[src/rtl/led_pwm_pkg.sv]
// Shared types and helpers for the multi-channel PWM LED driver.
package led_pwm_pkg;

  typedef enum logic [1:0] {
    MODE_OFF     = 2'd0,
    MODE_STATIC  = 2'd1,
    MODE_BLINK   = 2'd2,
    MODE_BREATHE = 2'd3
  } mode_t;

  typedef enum logic {
    DIR_UP   = 1'b0,
    DIR_DOWN = 1'b1
  } breathe_dir_t;

  // Clock cycles per PWM slot; never below one so the phase always advances.
  function automatic int slot_div(input int clk_freq, input int pwm_freq, input int duty_w);
    int d;
    d = clk_freq / (pwm_freq * (1 << duty_w));
    return (d < 1) ? 1 : d;
  endfunction

endpackage

[src/rtl/led_pwm_chan.sv]
// One PWM channel: shadow/active config, blink counter, breathe FSM, optional gamma (LED_PWM_GAMMA_EN), registered compare.
// Latency: pwm is one cycle behind phase; config changes take effect at the next period boundary.
// Backpressure: none; a write is accepted on any cycle.
module led_pwm_chan
  import led_pwm_pkg::*;
#(
  parameter int DUTY_W        = 8,
  parameter int BLINK_PERIODS = 2500
) (
  input  logic              clk,
  input  logic              rst,
  input  logic              boundary,
  input  logic [DUTY_W-1:0] phase,
  input  logic              wr_en,
  input  logic [1:0]        wr_mode,
  input  logic [DUTY_W-1:0] wr_duty,
  input  logic              ch_en,
  output logic              pwm
);

  localparam int BC_W = (BLINK_PERIODS > 1) ? $clog2(BLINK_PERIODS) : 1;

  mode_t             sh_mode, act_mode, nxt_mode;
  logic [DUTY_W-1:0] sh_duty, act_duty, nxt_duty;
  logic [DUTY_W-1:0] level, lvl_eff, lvl_cmp;
  breathe_dir_t      dir;
  logic              blink_on;
  logic [BC_W-1:0]   blink_cnt;

  // A write landing in the boundary cycle goes straight into the active register.
  assign nxt_mode = wr_en ? mode_t'(wr_mode) : sh_mode;
  assign nxt_duty = wr_en ? wr_duty : sh_duty;

  always_ff @(posedge clk or negedge rst) begin
    if (!rst) begin
      sh_mode <= MODE_OFF;
      sh_duty <= '0;
    end else if (wr_en) begin
      sh_mode <= mode_t'(wr_mode);
      sh_duty <= wr_duty;
    end
  end

  always_ff @(posedge clk or negedge rst) begin
    if (!rst) begin
      act_mode  <= MODE_OFF;
      act_duty  <= '0;
      level     <= '0;
      dir       <= DIR_UP;
      blink_on  <= 1'b1;
      blink_cnt <= '0;
    end else if (boundary) begin
      act_mode <= nxt_mode;
      act_duty <= nxt_duty;
      if (nxt_mode != act_mode) begin
        level     <= '0;
        dir       <= DIR_UP;
        blink_on  <= 1'b1;
        blink_cnt <= '0;
      end else if (act_mode == MODE_BLINK) begin
        if (blink_cnt == BC_W'(BLINK_PERIODS - 1)) begin
          blink_cnt <= '0;
          blink_on  <= !blink_on;
        end else begin
          blink_cnt <= blink_cnt + BC_W'(1);
        end
      end else if (act_mode == MODE_BREATHE) begin
        if (nxt_duty == '0) begin
          level <= '0;
          dir   <= DIR_UP;
        end else if (level > nxt_duty) begin
          level <= nxt_duty;
          dir   <= DIR_DOWN;
        end else if (dir == DIR_UP) begin
          if (level == nxt_duty) begin
            level <= level - DUTY_W'(1);
            dir   <= DIR_DOWN;
          end else begin
            level <= level + DUTY_W'(1);
            if (level == nxt_duty - DUTY_W'(1)) dir <= DIR_DOWN;
          end
        end else begin
          if (level == '0) begin
            level <= DUTY_W'(1);
            dir   <= DIR_UP;
          end else begin
            level <= level - DUTY_W'(1);
            if (level == DUTY_W'(1)) dir <= DIR_UP;
          end
        end
      end
    end
  end

  always_comb begin
    lvl_eff = '0;
    case (act_mode)
      MODE_STATIC:  lvl_eff = act_duty;
      MODE_BLINK:   lvl_eff = blink_on ? act_duty : '0;
      MODE_BREATHE: lvl_eff = level;
      default:      lvl_eff = '0;
    endcase
  end

`ifdef LED_PWM_GAMMA_EN
  logic [2*DUTY_W-1:0] lvl_sq;
  assign lvl_sq  = {{DUTY_W{1'b0}}, lvl_eff} * {{DUTY_W{1'b0}}, lvl_eff};
  assign lvl_cmp = lvl_sq[2*DUTY_W-1:DUTY_W];
`else
  assign lvl_cmp = lvl_eff;
`endif

  always_ff @(posedge clk or negedge rst) begin
    if (!rst) pwm <= 1'b0;
    else      pwm <= ch_en && (phase < lvl_cmp);
  end

endmodule

[src/rtl/led_pwm_array.sv]
// NUM_CH-channel PWM LED driver on a shared prescaler/phase counter; LED_PWM_GAMMA_EN enables gamma-squared levels.
// Latency: o_pwm registered one cycle after phase; config applies at the next period boundary.
// Backpressure: none; the write port takes one write per asserted cycle, out-of-range channels dropped.
module led_pwm_array
  import led_pwm_pkg::*;
#(
  parameter int CLK_FREQ      = 12000000,
  parameter int PWM_FREQ      = 5000,
  parameter int NUM_CH        = 6,
  parameter int DUTY_W        = 8,
  parameter int BLINK_PERIODS = 2500,
  localparam int CH_W         = (NUM_CH > 1) ? $clog2(NUM_CH) : 1
) (
  input  logic              clk,
  input  logic              rst,
  input  logic              i_wr_en,
  input  logic [CH_W-1:0]   i_wr_ch,
  input  logic [1:0]        i_wr_mode,
  input  logic [DUTY_W-1:0] i_wr_duty,
  input  logic [NUM_CH-1:0] i_ch_en,
  output logic [NUM_CH-1:0] o_pwm,
  output logic              o_period_tick
);

  localparam int SLOT_DIV = slot_div(CLK_FREQ, PWM_FREQ, DUTY_W);
  localparam int PRE_W    = (SLOT_DIV > 1) ? $clog2(SLOT_DIV) : 1;

  logic [PRE_W-1:0]  pre_cnt;
  logic [DUTY_W-1:0] phase;
  logic              pre_wrap, boundary;

  assign pre_wrap = (pre_cnt == PRE_W'(SLOT_DIV - 1));
  assign boundary = pre_wrap && (phase == '1);

  always_ff @(posedge clk or negedge rst) begin
    if (!rst) begin
      pre_cnt       <= '0;
      phase         <= '0;
      o_period_tick <= 1'b0;
    end else begin
      pre_cnt       <= pre_wrap ? '0 : pre_cnt + PRE_W'(1);
      if (pre_wrap) phase <= phase + DUTY_W'(1);
      o_period_tick <= boundary;
    end
  end

  for (genvar ch = 0; ch < NUM_CH; ch++) begin : g_ch
    logic wr_hit;
    // No channel index aliases an out-of-range i_wr_ch, so those writes match nothing.
    assign wr_hit = i_wr_en && (i_wr_ch == CH_W'(ch));

    led_pwm_chan #(
      .DUTY_W        (DUTY_W),
      .BLINK_PERIODS (BLINK_PERIODS)
    ) u_chan (
      .clk      (clk),
      .rst      (rst),
      .boundary (boundary),
      .phase    (phase),
      .wr_en    (wr_hit),
      .wr_mode  (i_wr_mode),
      .wr_duty  (i_wr_duty),
      .ch_en    (i_ch_en[ch]),
      .pwm      (o_pwm[ch])
    );
  end

endmodule
[config.mk]
export PLATFORM = sky130hd
export DESIGN_NAME = led_pwm_array
export DESIGN_NICKNAME = d
export VERILOG_FILES = /design/src/rtl/led_pwm_pkg.sv /design/src/rtl/led_pwm_chan.sv /design/src/rtl/led_pwm_array.sv
export SDC_FILE = /design/constraint.sdc
export NUM_CORES = 1
export LEC_CHECK = 0
export ABC_AREA = 1
export BUFFER_PORTS_ARGS = -buffer_cell sky130_fd_sc_hd__buf_2
export CELL_PAD_IN_SITES_DETAIL_PLACEMENT = 1
export CELL_PAD_IN_SITES_GLOBAL_PLACEMENT = 1
export CORE_AREA = 3 3 167 234
export CTS_BUF_LIST = sky130_fd_sc_hd__clkbuf_8
export CTS_CLUSTER_SIZE = 10
export DETAILED_ROUTE_END_ITERATION = 8
export DIE_AREA = 0 0 170 237
export GPL_ROUTABILITY_DRIVEN = 0
export MAX_ROUTING_LAYER = met4
export PLACE_DENSITY_LB_ADDON = 0.3
export REMOVE_ABC_BUFFERS = 1
export SLEW_MARGIN = 20
export SYNTH_ARGS = -nofsm -noshare
export SYNTH_HDL_FRONTEND = slang
export SYNTH_HIERARCHICAL = 1
export SYNTH_SLANG_ARGS = --single-unit
[constraint.sdc]
create_clock -name clk -period 9.8 [get_ports clk]
set_input_delay 0.98 -clock clk [delete_from_list [all_inputs] [get_ports clk]]
set_output_delay 0.98 -clock clk [all_outputs]
set_load 0.01 [all_outputs]
# Yosys cells after proc, flatten, opt, wreduce, memory -nomap -nowiden

Cells that the tools add are included.
W data, S select, Z words.

Word-level logic and storage cells: 393
Bits of input ports: 22
Bits in registers: 271

Multiplexer cells: 169
Reductions and logical operators: 68
Magnitude comparators: 12
Eq/ne operators: 61
Add/sub/neg operators: 26

Operator list:

| cell                    | number |
|---|---|
| $mux W8                 | 60 |
| $mux W12                | 18 |
| $pmux W8 S3             | 6 |
| $eq A8 B8 Y1            | 12 |
| $logic_not A8 Y1        | 12 |
| $sub A8 B1 Y8 const B   | 12 |
| $mux W1                 | 78 |
| $add A12 B1 Y12 const B | 6 |
| $eq A12 B12 Y1 const B  | 6 |
| $add A8 B1 Y8 const B   | 7 |
| $eq A8 B1 Y1 const B    | 6 |
| $gt A8 B8 Y1            | 6 |
| $lt A8 B8 Y1            | 6 |
| $reduce_and A3 Y1       | 12 |
| $reduce_bool A2 Y1      | 18 |
| $eq A2 B2 Y1 const B    | 12 |
| $logic_and A1 B1 Y1     | 13 |
| $eq A2 B1 Y1 const B    | 6 |
| $mux W2                 | 6 |
| $ne A2 B1 Y1 const B    | 6 |
| $ne A2 B2 Y1            | 6 |
| $reduce_and A2 Y1       | 6 |
| $eq A8 B8 Y1 const B    | 1 |
| $eq A3 B2 Y1 const B    | 2 |
| other kinds (7)         | 13 |

# Logic depth before layout (Yosys ltp)

Depth after elaboration: 13
Mapped depth: 23
Mapped depth without buffers: 21

# Cells and area by module

The synthesis kept the hierarchy.

Modules (own cells, without submodules):

| module                             | seq. area each (um^2) | cells each | area an instance (um^2) | times used |
|---|---|---|---|---|
| led_pwm_chan at g_ch[0].u_chan ... | 1077.3                | 437        | 3134.3                  | 3 |
| led_pwm_chan at g_ch[1].u_chan     | 1077.3                | 447        | 3230.6                  | 1 |
| led_pwm_chan at g_ch[2].u_chan     | 1077.3                | 438        | 3156.8                  | 1 |
| led_pwm_chan at g_ch[5].u_chan     | 1077.3                | 420        | 3095.5                  | 1 |
| led_pwm_array                      | 325.3                 | 85         | 700.7                   | 1 |

# Worst setup path after synthesis

OpenSTA, ideal clock, no wires.

Path type: flip-flop to flip-flop
From: register phase[1]
To: register g_ch[5].u_chan.level[5]
Setup time: 0.082 ns
Cell stages (with the launch flop): 10
Slack: 5.917 ns
Clock period less this slack: 3.883 ns
Arrival time: 3.800 ns
Buffers on the path: 0
Cell sequence: dfrtp_1 ha_1 nand3_1 nor2_4 nand3_2 nor2_1 o21ai_1 nor3_4 o21ai_0 o22ai_1

Word-level cells in the longest chain between the ends: 3

RTL lines:

| element                            | line                | RTL |
|---|---|---|
| start, declared                    | led_pwm_array.sv:29 | `logic [DUTY_W-1:0] phase;` |
| start signal, assigned             | led_pwm_array.sv:42 | `if (pre_wrap) phase <= phase + DUTY_W'(1);` |
| $eq A8 B8 Y1                       | led_pwm_array.sv:33 | `assign boundary = pre_wrap && (phase == '1);` |
| $logic_and A1 B1 Y1                | led_pwm_array.sv:33 |  |
| named net boundary                 | led_pwm_array.sv:30 | `logic pre_wrap, boundary;` |
| $reduce_and A3 Y1 (no source line) | --                  |  |
| end signal, assigned               | led_pwm_chan.sv:76  | `level <= level - DUTY_W'(1);` |
| end signal, assigned               | led_pwm_chan.sv:79  | `level <= level + DUTY_W'(1);` |
| end signal, assigned               | led_pwm_chan.sv:87  | `level <= level - DUTY_W'(1);` |
| end, declared                      | led_pwm_chan.sv:25  | `logic [DUTY_W-1:0] level, lvl_eff, lvl_cmp;` |

The timed path passes the listed nets, and every way through them passes these cells.
A chain may end at the register's enable or synchronous reset.

# Worst setup path in the final report

From: input port i_wr_ch[2]
To: register g_ch[2].u_chan.level[3]

Word-level cells in the longest chain between the ends: 11
Elaborated cells on any way between the ends: 18
Those cells by class: 1 x order compare; 4 x eq/ne; 9 x mux; 4 x reduce/logical

RTL lines:

| element                                                              | line                | RTL |
|---|---|---|
| start, declared                                                      | led_pwm_array.sv:17 | `input logic [CH_W-1:0] i_wr_ch,` |
| $eq A3 B2 Y1 (*)                                                     | led_pwm_array.sv:50 | `assign wr_hit = i_wr_en && (i_wr_ch == CH_W'(ch));` |
| $logic_and A1 B1 Y1 (*)                                              | led_pwm_array.sv:50 |  |
| named net g_ch[2].wr_hit                                             | led_pwm_array.sv:48 | `logic wr_hit;` |
| $mux W8 (*)                                                          | led_pwm_chan.sv:32  | `assign nxt_duty = wr_en ? wr_duty : sh_duty;` |
| named net g_ch[2].u_chan.nxt_duty[0]                                 | led_pwm_chan.sv:24  | `logic [DUTY_W-1:0] sh_duty, act_duty, nxt_duty;` |
| parallel branches: the longest is 4 deep, another holds $gt A8 B8 Y1 | --                  |  |
| $mux W8 (*)                                                          | led_pwm_chan.sv:68  | `if (nxt_duty == '0) begin` |
| $mux W8 (*)                                                          | led_pwm_chan.sv:67  | `end else if (act_mode == MODE_BREATHE) begin` |
| $mux W8 (*)                                                          | led_pwm_chan.sv:60  | `end else if (act_mode == MODE_BLINK) begin` |
| $mux W8 (*)                                                          | led_pwm_chan.sv:55  | `if (nxt_mode != act_mode) begin` |
| end signal, assigned                                                 | led_pwm_chan.sv:72  | `level <= nxt_duty;` |
| end signal, assigned                                                 | led_pwm_chan.sv:76  |  |
| end signal, assigned                                                 | led_pwm_chan.sv:79  |  |
| end, declared                                                        | led_pwm_chan.sv:25  |  |

Mark *: on every way through the listed nets, which the timed path passes. The select of a mux whose other input is x is not followed.

==> impl_metrics.json <==
{
  "drt_wl_total_mm": 63.1,
  "start_kind": "input pin",
  "cp_top_family": "simple AND/OR/NAND/NOR gates",
  "dr.pass1.iters": 5,
  "multiInputGateArea_um2": 11000,
  "cts_buffers": 46,
  "yosysWarnings": 6,
  "worst_pin_slew_ns": 0.950,
  "p_leak_nw": 11.1,
  "crit_arrival_ns": 4.23,
  "required_ns": 10.27,
  "cts_max_level": 2,
  "synth_seq_area_share_pct": 34.7,
  "clkTransAtPathRegs_ns": 0.06,
  "finalSetupViolCount": 0,
  "start_util_pct": 52.3,
  "root_buffer": "clkbuf_8",
  "track_usage_pct": 32.5,
  "synth_top_flop_cell": "dfrtp_1",
  "setup_ws_ns": 6.04,
  "finClkSkew_ns": 0.0358,
  "critPathMaxFanout": 18,
  "period_needed_ns": 3.76,
  "drive_above_1_share_pct": 11.3,
  "final_cell_mix": "nand2_1, inv_1, dfrtp_1",
  "synthArstFlopShare_pct": 100,
  "hold_class": "input pin to asynchronous set/reset pin",
  "die_w_um": 170,
  "row_count": 84,
  "finalInstanceArea_um2": 21000,
  "path_cells": "buf_2 > inv_1 > nand3_1 > nor2_1 > buf_4 > inv_4 > nand2_1 > nand2_1 > inv_1 > ha_1 > nand4_1 > nor2_1 > nor2_1 > clkinv_1 > o21ai_0 > nand2_1 > nand2_1 > o21ai_0 > nand3_1 > o21ai_0",
  "dp_slack_ns": 5.48,
  "crit_top_cell": "nand2_1",
  "syn-mean-instance-area_um2": 7.25,
  "path_buf_inv": 6,
  "fillers": 4954,
  "port_buffers": 28,
  "netlist_area_um2": 19600,
  "io_pins": 29,
  "synth_cells": 2701,
  "final_hold_viol_count": 0,
  "synth_area_leader_cell": "dfrtp_1",
  "synth.distinct_cells": 52,
  "worst_path_largest_cell_delay_ns": 0.33,
  "setup_tns_ns": 0,
  "cpMaxStageDelayCell": "nor2_1",
  "grt_pass1_wl_mm": 104,
  "finalNonFillerCells": 3247,
  "postCtsSetupRepairBufs": 0,
  "crit_type": "input pin to flip-flop",
  "vias": 19200,
  "endpoint_kind": "flip-flop",
  "finalCritPeriodShare_pct": 38.4,
  "die-area_um2": 40300,
  "rsz0062_at_grt": "false",
  "final_antenna_net_count": 0,
  "grt_pass1_vias": 20700,
  "slew_headroom_pct": 36.7,
  "finalMaxSlewViolations": 0,
  "dp_hpwl_mm": 46.4,
  "cts_tree": "built",
  "layout.nets": 2892,
  "cts_resized": 0,
  "synth_top_cells_by_area": "dfrtp_1, nand2_1, ha_1",
  "insertion_delay_ns": 0.61,
  "drt_iter0_drc": 1044,
  "overflow": 0,
  "layout_commonest_cell": "nand2_1",
  "grt_max_degree": 73,
  "maxCapViolCount": 0,
  "status": "finished clean",
  "seq_area_um2": 6790,
  "die_height_um": 237,
  "synth_top_area_share_pct": 33.9,
  "synth-edff-count": 0,
  "ir_drop_mv": 0.0990,
  "synth-seq-cells": 271,
  "power-per-cell-area_nw_per_um2": 137,
  "core_um2": 37400,
  "antenna_found_initial": 1,
  "area_delta_synth_final_pct": 7.06,
  "viasPerCell": 5.90,
  "place_area_um2": 20100,
  "placedCellCount": 3166,
  "max_freq_ghz": 0.266,
  "drc_errors": 0,
  "clock_sinks": 271,
  "routedWlPerCell_um": 19.4,
  "clock_path_buffers": 3,
  "holdBufCountCts": 0
}
## layout make-up
class / instances / area share (%)
clock buffers: 59 / 3.87
inverters: 374 / 6.78
diodes: 1 / 0.0119
repair buffers: 38 / 1.07
clock inverters: 21 / 0.436
well taps: 473 / 2.82
flip-flops and latches: 271 / 32.4
multi-input cells: 2010 / 52.6
## power by group
part | switching (mW) | leakage [nW] | total (mW) | internal (mW)
clock | 0.494 | 0.521 | 1.03 | 0.537
combinational | 0.456 | 7.81 | 0.644 | 0.187
sequential | 0.0234 | 2.72 | 1.19 | 1.17
total | 0.974 | 11.1 | 2.87 | 1.89
## through the flow
step / total power, mW / utilization (%) / hold slack (ns)
floorplan: 1.64 / - / 0.454
global placement: 1.80 / 53.6 / 0.467
finish: 2.87 / 56.0 / 0.331
CTS: 2.88 / 56.0 / 0.337
global route: 3.01 / 56.0 / 0.351
detailed placement: 1.84 / 53.6 / 0.477
## path summary, 6_finish.rpt
kind / from / end / slack [ns] / depth (start not counted)
setup / recovery: i_wr_ch[2] / g_ch[2].u_chan/level[3] / 6.04 / 20
hold / removal: rst / g_ch[5].u_chan/dir / 0.33 / 1
setup reg to reg: phase[1] / g_ch[3].u_chan/level[0] / 6.22 / 10
hold reg to reg: pre_cnt[0] / pre_cnt[0] / 0.49 / 1
max in group asynchronous: rst / g_ch[4].u_chan/blink_cnt[1] / 7.25 / 3
min in group clk: pre_cnt[0] / pre_cnt[0] / 0.49 / 1
## synthesized netlist by cell type (6+ instances only)
cell and count:
nand4_2 6, a21oi_1 85, nand2_2 73, dfstp_2 6, nand2_1 728, nor3_1 35
nor3_4 7, o21ai_0 198, xor2_1 32, nor2_2 16, nand3_1 199, inv_1 330
nor3_2 6, o211ai_1 44, o21ai_2 20, nand2_4 8, ha_1 129, nand3b_1 6
or2_2 6, nor2_4 11, buf_6 18, a22oi_1 49, a211oi_1 6, dfrtp_1 265
clkinv_1 11, clkbuf_1 22, nand4_1 47, nor2_1 189, nor3b_1 6, o21a_1 9
xnor2_1 15, inv_2 27, o21ai_1 48
## flip-flops by register name (all words and copies together), names as in the netlist
signal	flops
g_ch.u_chan/act_duty	48
g_ch.u_chan/dir	6
g_ch.u_chan/blink_cnt	72
o_period_tick	1
pre_cnt	4
g_ch.u_chan/act_mode	12
g_ch.u_chan/pwm	6
g_ch.u_chan/level	48
phase	8
g_ch.u_chan/blink_on	6
g_ch.u_chan/sh_mode	12
g_ch.u_chan/sh_duty	48
## logic make-up after synthesis
family / synth area share, %
simple gates: 31.4
compound gates: 14.2
buf+inv: 9.08
flops: 34.7
fa+ha+maj: 8.24
xor+xnor: 2.41
## layer usage
layer | vias up | routed length (µm) | global-route usage, %
met5 | - | 0 | -
met4 | 0 | 3100 | 15.1
met3 | 199 | 2430 | 4.19
met2 | 448 | 32700 | 57.8
met1 | 9545 | 24800 | 35.8
li1 | 8961 | - | -
## worst register-to-register path, cell delays in order, from the launching register on
cell and delay, ns:
dfrtp_1 0.76, ha_1 0.31, nand3_1 0.13, nor2_4 0.19, nand3_2 0.11, nor2_4 0.42, buf_4 0.55, o21ai_1 0.28
nor3_4 0.44, o211ai_1 0.16, o21ai_0 0.13
(Power assumes the default switching activity.)
